### src/rtl/cpu_record_extractor.sv
// rtl/cpu_record_extractor.sv - decodes CPU trace record fields and commits them on checker acceptance
// Optional record counters: define CPU_RECORD_COUNT_EN.
module cpu_record_extractor #(
    parameter int TIME_W = 16,
    parameter int CNT_W  = 16
) (
    input  logic              clk,
    input  logic              reset,
    input  logic [7:0]        char,
    input  logic [1:0]        format_type,
    output logic              rec_valid,
    output logic [1:0]        rec_kind,
    output logic [TIME_W-1:0] rec_time,
    output logic [31:0]       rec_pc,
    output logic [31:0]       rec_dest,
    output logic [31:0]       rec_data,
`ifdef CPU_RECORD_COUNT_EN
    output logic [CNT_W-1:0]  reg_count,
    output logic [CNT_W-1:0]  mem_count,
`endif
    output logic              kind_mismatch
);

    typedef enum logic [2:0] {S_IDLE, S_TIME, S_PC, S_SEP, S_DEST, S_LT, S_DATA} state_t;

    state_t             state, state_nxt;
    logic [TIME_W-1:0]  time_acc, pend_time;
    logic [31:0]        pc_acc, dest_acc, data_acc;
    logic [31:0]        pend_pc, pend_dest, pend_data;
    logic [1:0]         kind_acc, pend_kind;

    logic       is_dec, is_hex, dest_digit;
    logic [3:0] dval;
    logic       acc_clear, time_en, pc_en, dest_en, data_en, kind_reg, kind_mem, capture;

    always_comb begin
        is_dec     = (char >= "0") && (char <= "9");
        is_hex     = is_dec || ((char >= "a") && (char <= "f"));
        dval       = is_dec ? char[3:0] : (char[3:0] + 4'd9);
        dest_digit = (kind_acc == 2'b01) ? is_dec : is_hex;
    end

    always_ff @(posedge clk) begin
        if (!reset) state <= S_IDLE;
        else        state <= state_nxt;
    end

    always_comb begin
        state_nxt = S_IDLE;
        case (state)
            S_IDLE: state_nxt = (char == "^") ? S_TIME : S_IDLE;
            S_TIME: if (is_dec) state_nxt = S_TIME;
                    else if (char == "@") state_nxt = S_PC;
            S_PC:   if (is_hex) state_nxt = S_PC;
                    else if (char == ":") state_nxt = S_SEP;
            S_SEP:  if (char == " ") state_nxt = S_SEP;
                    else if (char == "$" || char == "*") state_nxt = S_DEST;
            S_DEST: if (dest_digit || char == " ") state_nxt = S_DEST;
                    else if (char == "<") state_nxt = S_LT;
            S_LT:   if (char == "=") state_nxt = S_DATA;
            S_DATA: if (is_hex || char == " ") state_nxt = S_DATA;
            default: state_nxt = S_IDLE;
        endcase
    end

    always_comb begin
        acc_clear = (state == S_IDLE) && (char == "^");
        time_en   = (state == S_TIME) && is_dec;
        pc_en     = (state == S_PC) && is_hex;
        kind_reg  = (state == S_SEP) && (char == "$");
        kind_mem  = (state == S_SEP) && (char == "*");
        dest_en   = (state == S_DEST) && dest_digit;
        data_en   = (state == S_DATA) && is_hex;
        capture   = (state == S_DATA) && (char == "#");
    end

    always_ff @(posedge clk) begin
        if (!reset) begin
            time_acc  <= '0;
            pc_acc    <= '0;
            dest_acc  <= '0;
            data_acc  <= '0;
            kind_acc  <= '0;
            pend_time <= '0;
            pend_pc   <= '0;
            pend_dest <= '0;
            pend_data <= '0;
            pend_kind <= '0;
        end else begin
            if (acc_clear) begin
                time_acc <= '0;
                pc_acc   <= '0;
                dest_acc <= '0;
                data_acc <= '0;
                kind_acc <= '0;
            end
            if (time_en) time_acc <= (time_acc * TIME_W'(10)) + TIME_W'(dval);
            if (pc_en)   pc_acc   <= {pc_acc[27:0], dval};
            if (kind_reg) kind_acc <= 2'b01;
            if (kind_mem) kind_acc <= 2'b10;
            if (dest_en) begin
                if (kind_acc == 2'b01) dest_acc <= (dest_acc * 32'd10) + {28'd0, dval};
                else                   dest_acc <= {dest_acc[27:0], dval};
            end
            if (data_en) data_acc <= {data_acc[27:0], dval};
            // Pending copy decouples the commit from a new record starting right behind it.
            if (capture) begin
                pend_time <= time_acc;
                pend_pc   <= pc_acc;
                pend_dest <= dest_acc;
                pend_data <= data_acc;
                pend_kind <= kind_acc;
            end
        end
    end

    always_ff @(posedge clk) begin
        if (!reset) begin
            rec_valid     <= 1'b0;
            rec_kind      <= '0;
            rec_time      <= '0;
            rec_pc        <= '0;
            rec_dest      <= '0;
            rec_data      <= '0;
            kind_mismatch <= 1'b0;
        end else if (format_type != 2'b00) begin
            rec_valid     <= 1'b1;
            rec_kind      <= format_type;
            rec_time      <= pend_time;
            rec_pc        <= pend_pc;
            rec_dest      <= pend_dest;
            rec_data      <= pend_data;
            kind_mismatch <= (pend_kind != format_type);
        end else begin
            rec_valid     <= 1'b0;
            kind_mismatch <= 1'b0;
        end
    end

`ifdef CPU_RECORD_COUNT_EN
    always_ff @(posedge clk) begin
        if (!reset) begin
            reg_count <= '0;
            mem_count <= '0;
        end else begin
            if (format_type == 2'b01 && reg_count != {CNT_W{1'b1}}) reg_count <= reg_count + 1'b1;
            if (format_type == 2'b10 && mem_count != {CNT_W{1'b1}}) mem_count <= mem_count + 1'b1;
        end
    end
`else
    localparam int unused_cnt_w = CNT_W;
`endif

endmodule

### config.mk
export PLATFORM = sky130hd
export DESIGN_NAME = cpu_record_extractor
export DESIGN_NICKNAME = d
export VERILOG_FILES = /design/src/rtl/cpu_record_extractor.sv
export SDC_FILE = /design/constraint.sdc
export NUM_CORES = 1
export LEC_CHECK = 0
export CORE_ASPECT_RATIO = 1.1
export CORE_MARGIN = 5
export CORE_UTILIZATION = 45
export CTS_CLUSTER_SIZE = 24
export DETAILED_ROUTE_END_ITERATION = 8
export SLEW_MARGIN = 20
export SYNTH_ARGS = -nofsm -noshare
export SYNTH_HDL_FRONTEND = slang
export SYNTH_SLANG_ARGS = --single-unit
### constraint.sdc
create_clock -name clk -period 5.1 [get_ports clk]
set_input_delay 1.275 -clock clk [delete_from_list [all_inputs] [get_ports clk]]
set_output_delay 1.275 -clock clk [all_outputs]
set_load 0.03 [all_outputs]
==> impl_results.md, run 1 <==
* Global route overflow at 0
* Area Growth Syn to Fin at 17.6%
* Cell taking the most area after synthesis: dfxtp_1
* Ant diodes at 0
* Post-Layout Cell Count at 2,736
* Compound-Gate Fraction of Synth Area at 0.218
* Setup violators final at 0
* Cells after Synth at 2,133
* Number of synthesized register bits at 347
* Worst slew margin at 0.379
* R2R Setup Slk at 0.81 ns
* Synth top area share at 0.402
* EDFF count, synth at 0
* CTS buffer count at 38
* First-pass GRT wire length at 73,500 um
* Layout Skew at 0.0102 ns
* Post-synthesis simple-gate area fraction at 0.240
* Unrepaired setup endpoints after global routing: no
* Critical path cell sequence: clkdlybuf4s50_1 -> inv_1 -> ha_1 -> o21bai_1 -> a21oi_1 -> nand2b_1 -> xnor2_1 -> inv_1 -> buf_4 -> fa_1 -> nor2b_1 -> o2111ai_1 -> or3_1 -> nor3_1 -> a31oi_1 -> a2111oi_0 -> nand2_1
* Drt first pass iters at 4
* Cells after DPL at 2,668
* ANT nets after route at 0
* Max incr delay on CP at 0.56 ns
* CP startpoint: char[1]
* Synth top area cells: dfxtp_1, a21boi_0, nand2_1
* Post-CTS setup buffers at 0
* Core footprint at 0.0381 mm2
* CTS Hold Bufs at 0
* Tot GR Track Use at 0.204
* CTS tree: yes
* Die height at 216 um
* Dpl hpwl at 30,500 um
* Largest net degree at the start of global routing at 167
* Synth unique cells at 81
* Tmin final at 4.82 ns
* Critical Path Fanout Max at 4
* Hold Crit Class: reg2reg
* Crit end category: flip-flop
* Worst VDD drop at 0.000227 V
* Share of layout cells above drive strength 1 at 0.0662
* Total negative setup slack at 0 ns
* Drt via density at 5.42
* Mapped cell area at 0.0173 mm2
* Hold Vio Cnt, Final at 0
* Outcome: finished clean
* Adder-cell share of the synthesized area at 0.0690
* Leakage power at 0.00705 uW
* Mean Syn Cell Area at 8.11 um2
* Synth warn at 0
* Clk sink count at 347
* WHS at 0.458 ns
* Worst slew pin tran at 0.932 ns
* CTS resizes at 0
* WL per Instance at 16.4 um
* Detailed-route wire length at 44,700 um
* Post-synth ARST share at 0
* Vias in the first global route at 14,500
* Largest family of logic cells by synthesized area: simple AND/OR/NAND/NOR gates
* Final Cycle Share at 0.944
* Worst skew pair latency at 0.53 ns
* H-tree depth at 2
* CP max-delay cell: clkdlybuf4s50_1
* Core Util, Final at 0.534
* Count of pins over their slew limit at 0
* Mux cell area share after synthesis at 0.00232
* Gpl congestion at 0.905
* Number of remaining DRC errors at 0
* Port-buffer cells at 127
* # IOs at 128
* Reg2reg end: dest_acc[31]
* Critical Path RT at 5.50 ns
* Max_cap viols at 0
* Xor and xnor area share after synthesis at 0.0317
* Clock Path Buffers at 3
* Arr. time, crit path at 5.22 ns
* R2r worst-path depth at 12
* Critical setup path kind: in2reg
* Fin nets at 2,313
* Worst setup path end: time_acc[15]
* DRT iter0 DRCs at 895
* Starting Density at 0.454
* Worst r2r src: dest_acc[3]
* Prevailing post-synth register cell: dfxtp_1
* Die width at 197 um
* P per Cell Area at 274 mW/mm2
* Die area at 0.0424 mm2
* Clk root buf: clkbuf_16
* Vias post-DR at 14,800
* CP Launch Type: primary input
* PnR Total Power at 5570 uW
* Fmax at 208 MHz
* Site row count at 75
* Post-synthesis sequential area ratio at 0.402
* Most frequent CP cell: inv_1
* Clock slew at reported path FFs at 0.06 ns
* Mapped Nets at 2,238
* Initial antenna violation count at 0
[state kept, by name, indices dropped and copies added (netlist names), 2 cells and up]
signal     flops
data_acc      32
dest_acc      32
pc_acc        32
pend_data     32
pend_dest     32
pend_pc       32
rec_data      32
rec_dest      32
rec_pc        32
pend_time     16
rec_time      16
time_acc      16
state          3
kind_acc       2
pend_kind      2
rec_kind       2
[cell usage in the layout (no fill, tap or decap), types with 8 or more instances in the layout]
cell type,netlist,layout
xnor2_1,38,38
a31oi_1,18,18
a21oi_1,48,48
ha_1,89,89
inv_1,19,19
nand3_1,120,119
clkbuf_16,0,39
a21boi_0,297,297
nor2b_1,24,23
clkbuf_1,131,11
and2_1,21,21
nor2_1,69,67
nand4_1,17,17
dfxtp_1,347,347
xor2_1,22,22
nand2b_1,12,12
clkinv_2,0,8
nor3_1,22,21
o21ai_0,54,54
nor3b_1,10,10
nand2_1,586,585
o21a_1,8,8
and3_1,11,10
buf_4,1,55
clkdlybuf4s50_1,0,126
o211ai_1,9,9
a211oi_1,20,20
[per-layer routing]
layer  track usage  share of wire
met2         0.357           0.49
met3        0.0273          0.031
met1         0.262           0.46
met4        0.0569          0.024
met5             0              0
[report_power, final]
part	total [uW]	internal, uW	switching [uW]
registers	2710	2710	0.717
logic	173	69.9	103
clock network	2680	1600	1080
total	5570	4380	1190
[kinds of logic (layout without fill, tap and decap cells)]
kind of cell,count (synthesis),in the layout
compound gates,524,524
simple gates,936,936
flops,347,347
buf+inv,168,271
fa+ha+maj,93,93
mux,4,4
xor+xnor,61,61
[worst max-delay path: cells and delay by family]
| kind | cells | cell delay [ns] |
|---|---|---|
| AND/OR/NAND/NOR | 5 | 1.11 |
| AO/OA/AOI/OAI | 5 | 1.07 |
| buffers and inverters | 4 | 0.94 |
| adder cells (fa/ha/maj) | 2 | 0.61 |
| XOR/XNOR | 1 | 0.20 |
[synthesized netlist by cell type (all sizes together), types with 3 or more instances]
master and count:
mux2i 4, a211o 7, or2 6, a311oi 6, a21o 8, o21a 9
buf 17, a21oi 50, ha 89, o31ai 3, inv 19, o211ai 10
fa 4, clkbuf 132, nand2b 12, nand2 586, nor2 69, a211oi 22
o221ai 3, nand4 17, dfxtp 347, nor3b 10, and4 6, xnor2 38
and2 21, a31oi 18, and3 12, nand3 122, nor4 10, nor2b 24
nor3 22, nand3b 6, o21bai 6, o21ai 57, a221oi 3, or3 4
xor2 22, a21boi 298
[through the flow]
stage | setup slack (ns) | instance area, um2
floorplan | 0.350 | 17300
global placement | -0.0604 | 19100
detailed placement | -0.219 | 19100
CTS | 0.328 | 20300
global route | 0.0497 | 20300
finish | 0.283 | 20300
[layout make-up]
| cell class | instances | area (um2) |
|---|---|---|
| Timing Repair Buffer | 184 | 1730 |
| Tap cell | 500 | 626 |
| Multi-Input combinational cell | 1618 | 9740 |
| Inverter | 19 | 71.3 |
| Clock buffer | 56 | 1100 |
| Fill cell | 3740 | 17800 |
| Sequential cell | 347 | 6950 |
| Clock inverter | 12 | 116 |
[worst min path at each step]
| stage | start | depth (start not counted) | to | slack, ns |
|---|---|---|---|---|
| 2_1_floorplan | time_acc[15] | 2 | time_acc[15] | 0.43 |
| 3_3_place_gp | time_acc[15] | 2 | time_acc[15] | 0.45 |
| 3_5_place_dp | time_acc[15] | 2 | time_acc[15] | 0.45 |
| 4_1_cts | rec_dest[5] | 2 | rec_dest[5] | 0.46 |
| 5_1_grt | time_acc[15] | 2 | time_acc[15] | 0.48 |
| 6_report | rec_dest[5] | 2 | rec_dest[5] | 0.46 |
(Power assumes the default switching activity.)
==> run 2: changes to the inputs <==
SLEW_MARGIN = 40   (was 20)
clock period = 4.69 ns   (was 5.1 ns; I/O delays follow)
==> impl_results.md, run 2 (synthesized netlist as in run 1, its figures left out) <==
* Outcome: finished clean
* ANT nets after route at 0 (unchanged)
* Core footprint at 0.0381 mm2 (unchanged)
* Vias post-DR at 14,800 (unchanged)
* Starting Density at 0.454 (unchanged)
* Largest net degree at the start of global routing at 177 (+6.0%)
* Core Util, Final at 0.539 (+0.00548)
* Critical Path RT at 5.14 ns (-0.36 ns)
* Worst VDD drop at 0.000221 V (-2.3%)
* H-tree depth at 2 (unchanged)
* Met2 Usage GRT at 0.355 (-0.00252)
* CTS tree: yes
* Max_cap viols at 0 (unchanged)
* Die height at 216 um (unchanged)
* Area of the multi-input gates at 0.00979 mm2 (+0.51%)
* Drt first pass iters at 5 (+1)
* Clock slew at reported path FFs at 0.06 ns (about the same)
* Port-buffer cells at 127 (unchanged)
* Layout Skew at 0.0237 ns (+0.0135 ns)
* # IOs at 128 (unchanged)
* Crit end category: flip-flop
* M3 GR Usage at 0.0293 (+0.00203)
* Dpl hpwl at 30,500 um (about the same)
* CP Launch Type: primary input
* Commonest non-fill, non-tap cells in the layout: nand2_1, dfxtp_1, a21boi_0
* Clock Path Buffers at 3 (unchanged)
* Die area at 0.0424 mm2 (unchanged)
* Register area at 0.00695 mm2 (unchanged)
* Share of layout cells above drive strength 1 at 0.0775 (+0.0113)
* Initial antenna violation count at 1 (+1)
* Hold Vio Cnt, Final at 0 (unchanged)
* Worst slew pin tran at 0.782 ns (-0.150 ns)
* Grt met1 use at 0.259 (-0.00350)
* Global route overflow at 0 (unchanged)
* DRT iter0 DRCs at 730 (-18%)
* GRT Max-Usage Layer: met2
* Die width at 197 um (unchanged)
* Tot GR Track Use at 0.203 (-0.000296)
* Fill count at 3,664 (-2.0%)
* CP max-delay cell: clkdlybuf4s50_1
* P per Cell Area at 299 mW/mm2 (+9.2%)
* Arr. time, crit path at 4.85 ns (-0.37 ns)
* Total negative setup slack at 0 ns (unchanged)
* Clk sink count at 347 (unchanged)
* Detailed-route wire length at 44,300 um (-1.0%)
* Most common cell after layout, fill and taps aside: nand2_1
* Buffers & Inverters on Critical Path at 4 (unchanged)
* Critical path cell sequence: clkdlybuf4s50_1 -> inv_1 -> ha_1 -> o21bai_1 -> a21oi_2 -> nand2b_1 -> xnor2_2 -> inv_1 -> fa_1 -> nor2b_2 -> o21ai_1 -> nor3_1 -> o21ai_1 -> nor4_2 -> buf_4 -> nand3_2 -> or3_1 -> a31o_1 -> o21ai_2
* Ant diodes at 0 (unchanged)
* Final Cycle Share at 0.937
* Drt via density at 5.40 (-0.36%)
* R2R Setup Slk at 0.62 ns (-0.19 ns)
* Gpl congestion at 0.906 (+0.18%)
* CTS buffer count at 37 (-2.6%)
* Count of pins over their slew limit at 0 (unchanged)
* Number of remaining DRC errors at 0 (unchanged)
* Fmax at 228 MHz
* Post-CTS setup buffers at 0 (unchanged)
* Leakage power at 0.00718 uW (+1.8%)
* Worst slew margin at 0.474 (+0.0949)
* Fin nets at 2,324 (+0.48%)
* Setup violators final at 0 (unchanged)
* Area Growth Syn to Fin at 18.8%
* Site row count at 75 (unchanged)
* Vias in the first global route at 14,600 (+0.54%)
* Critical setup path kind: in2reg
* CTS resizes at 0 (unchanged)
* CTS Hold Bufs at 0 (unchanged)
* Max incr delay on CP at 0.56 ns (about the same)
* First-pass GRT wire length at 73,600 um (about the same)
* Clk root buf: clkbuf_16
* Worst skew pair latency at 0.53 ns (about the same)
* Tmin final at 4.39 ns
* Crit path max-delay family: simple AND/OR/NAND/NOR gates
* Hold Crit Class: reg2reg
* WL per Instance at 16.1 um (-1.4%)
* Critical Path Fanout Max at 4 (unchanged)
run 2: final cells by class:
type / instances / area share
multi-input combinational: 1618 / 0.477
tap: 500 / 0.0305
clock buffer: 53 / 0.0538
sequential: 347 / 0.338
timing repair buffer: 196 / 0.0897
clock inverter: 13 / 0.00755
inverter: 19 / 0.00347
run 2: worst paths after layout:
check,from,to,cells past startpoint
max,char[1],dest_acc[23],19
min,rec_data[26],rec_data[26],2
max reg2reg,dest_acc[13],dest_acc[23],11
min reg2reg,rec_data[26],rec_data[26],2
run 2: metal layers:
layer,up-vias,wire length [um]
met5,-,7
met1,6959,20100
li1,7516,-
met3,108,1570
met2,245,21400
met4,2,1300
run 2: per-stage QoR:
stage               power [uW]  area (um2)  hold WS (ns)  worst slack (ns)  instances
floorplan                 3130       17300         0.433            0.0423       2133
global placement          3210       19200         0.451            -0.300       2680
detailed placement        3210       19200         0.451            -0.439       2680
CTS                       6230       20500         0.461            0.0876       2746
global route              6360       20500         0.478           -0.0184       2746
finish                    6140       20500         0.458             0.297       2746
run 2: worst register-to-register path: stages, from the launching register on:
cell and delay [ns]:
dfxtp_1 0.49, ha_1 0.30, ha_1 0.56, and4_1 0.37
o21ai_0 0.17, o211ai_1 0.42, a21oi_1 0.19, nor4_2 0.51
nand3_4 0.24, or3_1 0.43, a31o_1 0.24, o21ai_2 0.10
run 2: power breakdown:
| group | internal [uW] | switching (uW) | total [uW] |
|---|---|---|---|
| clock network | 1810 | 1190 | 3000 |
| logic | 80.7 | 113 | 194 |
| registers | 2950 | 0.770 | 2950 |
| total | 4840 | 1300 | 6140 |
==> edit, RTL diff (config.mk and constraints of run 2) <==
Build with the macro `CPU_RECORD_COUNT_EN` defined.
--- a/src/rtl/cpu_record_extractor.sv
+++ b/src/rtl/cpu_record_extractor.sv
@@ -1,5 +1,7 @@
 // rtl/cpu_record_extractor.sv - decodes CPU trace record fields and commits them on checker acceptance
 // Optional record counters: define CPU_RECORD_COUNT_EN.
+`define CPU_RECORD_COUNT_EN
+
 module cpu_record_extractor #(
     parameter int TIME_W = 16,
     parameter int CNT_W  = 16
Function (old outputs only; new: mem_count and reg_count): kept (Yosys induction, for registers that start in step).
==> edit against run 2 <==
Clock power is 6% higher; synthesized area increased by 1.8%; power is 7.7% higher; worst hold slack got worse by 0.010 ns; count of clock-buffer cells in the layout rose by 4; sequential cell count increased by 32; register-to-register slack worse by 0.11 ns; cell area is 3.4% higher; setup slack got worse by 0.12 ns; wire length up 4.6%; fmax fell by 2.6%; non-clock buffer count up 28; clock skew shrank 0.0068 ns.
==> edit: results (changes against run 2) <==
outcome:
  status: "finished clean"
route:
  first_iter_violations: 817  # +12%
  via_per_inst: 5.371  # -0.55%
  wl_per_cell_microns: 15.96  # -1.0%
global_routing:
  track_usage_pct: 20.75  # +0.43 points
  grt_pass1_vias: 14720  # +1.0%
  grt_pass1_wl_microns: 75570  # +2.7%
  grt_max_degree: 127  # -28%
synthesis:
  synth_nets: 2357  # +5.3%
  synth.distinct_cells: 74  # -8.6%
  yosys-top-cells-count: "nand2_1 (599), dfxtp_1 (379), a21oi_1 (355)"
  ys_seq_area_share_pct: 43.10  # +2.9 points
  syn_inst: 2250  # +5.5%
  synth_area_leaders: "dfxtp_1 (43%), nand2_1 (13%), a21oi_1 (10%)"
clocking:
  worst_skew_pair.late_latency_ns: 0.55  # +0.02 ns
layout:
  fin_nets: 2476  # +6.5%
  drive_gt1_share_pct: 7.140  # -0.61 points
  finalNonFillerCells: 2903  # +5.7%
  nFillCells: 3776  # +3.1%
placement:
  place_congestion: 0.8899  # -1.8%
  dpl_worst_slack_ns: -0.4545  # -0.01597 ns
  io_buffers: 159  # +25%
  hpwl_microns: 31420  # +3.1%
  dp.cells: 2828  # +5.5%
pwr:
  p_leak_uw: 0.007666  # +6.7%
timing:
  skew_ns: 0.01684  # -0.006831 ns
  worstMarginPinSlew_ns: 0.7166  # -0.06536 ns
critical_path:
  worstPathArrival_ns: 4.96  # +0.11 ns
==> edit: cell type report <==
type | count | share of cell area, %
Multi-Input combinational cell | 1697 | 44.31
Sequential cell | 379 | 35.73
Timing Repair Buffer | 224 | 10.23
Clock buffer | 57 | 5.739
Tap cell | 507 | 2.987
Clock inverter | 13 | 0.5185
Inverter | 25 | 0.4772
Antenna cell | 1 | 0.01178
==> edit: timing repair <==
action	CTS	global route
resized for setup	0	16
setup buffers	0	4
endpoints found under the hold margin	0	0
endpoints found under the setup margin	0	18
==> edit: power breakdown <==
| part | leakage (uW) | switching (uW) | internal (uW) |
|---|---|---|---|
| registers | 0.00305 | 4.61 | 3220 |
| logic | 0.00396 | 139 | 58.8 |
| clock network | 0.000656 | 1320 | 1870 |
| total | 0.00767 | 1460 | 5150 |
==> edit: per-stage QoR <==
stage / hold slack [ns] / TNS, ns / instance area, sq um
2_1_floorplan: 0.4321 / 0 / 17600
3_3_place_gp: 0.4377 / -4.546 / 19830
3_5_place_dp: 0.4428 / -5.915 / 19830
4_1_cts: 0.4507 / 0 / 21160
5_1_grt: 0.4683 / -0.07461 / 21240
6_report: 0.4474 / 0 / 21240
==> edit: kinds of logic after synthesis <==
kind of cell | after synthesis | share of synthesized area, %
multiplexers | 2 | 0.1137
buffers and inverters | 174 | 3.860
flip-flops | 379 | 43.10
AND/OR/NAND/NOR | 963 | 23.67
XOR/XNOR | 101 | 5.026
AO/OA/AOI/OAI | 536 | 17.30
adder cells (fa/ha/maj) | 95 | 6.924
==> edit: final timing paths <==
path                                   from            to  slack [ns]  depth (start not counted)
worst min register to register   rec_pc[20]    rec_pc[20]        0.45                          2
worst min-delay path             rec_pc[20]    rec_pc[20]        0.45                          2
worst max-delay path                char[4]  dest_acc[31]        0.18                         20
worst max register to register  dest_acc[1]  dest_acc[31]        0.51                         13
==> edit: critical path, stage by stage <==
cell,delay (ns)
clkdlybuf4s50_1,0.48
nor2b_4,0.16
and3b_2,0.25
nand2_2,0.11
nor2_1,0.10
a21oi_1,0.08
inv_1,0.11
ha_2,0.18
inv_1,0.05
fa_2,0.34
nor2b_2,0.13
o2111ai_1,0.12
inv_1,0.11
nand3_2,0.11
nor4_4,0.30
nand4_2,0.21
nor4_4,0.38
nand4_1,0.16
xnor2_1,0.15
a32o_2,0.26
==> edit: layer usage <==
metal  wire [microns]  GRT usage, %
met5                0             0
met4              921         6.042
met3             1826         2.673
met2            22200         34.76
met1            21390         28.14
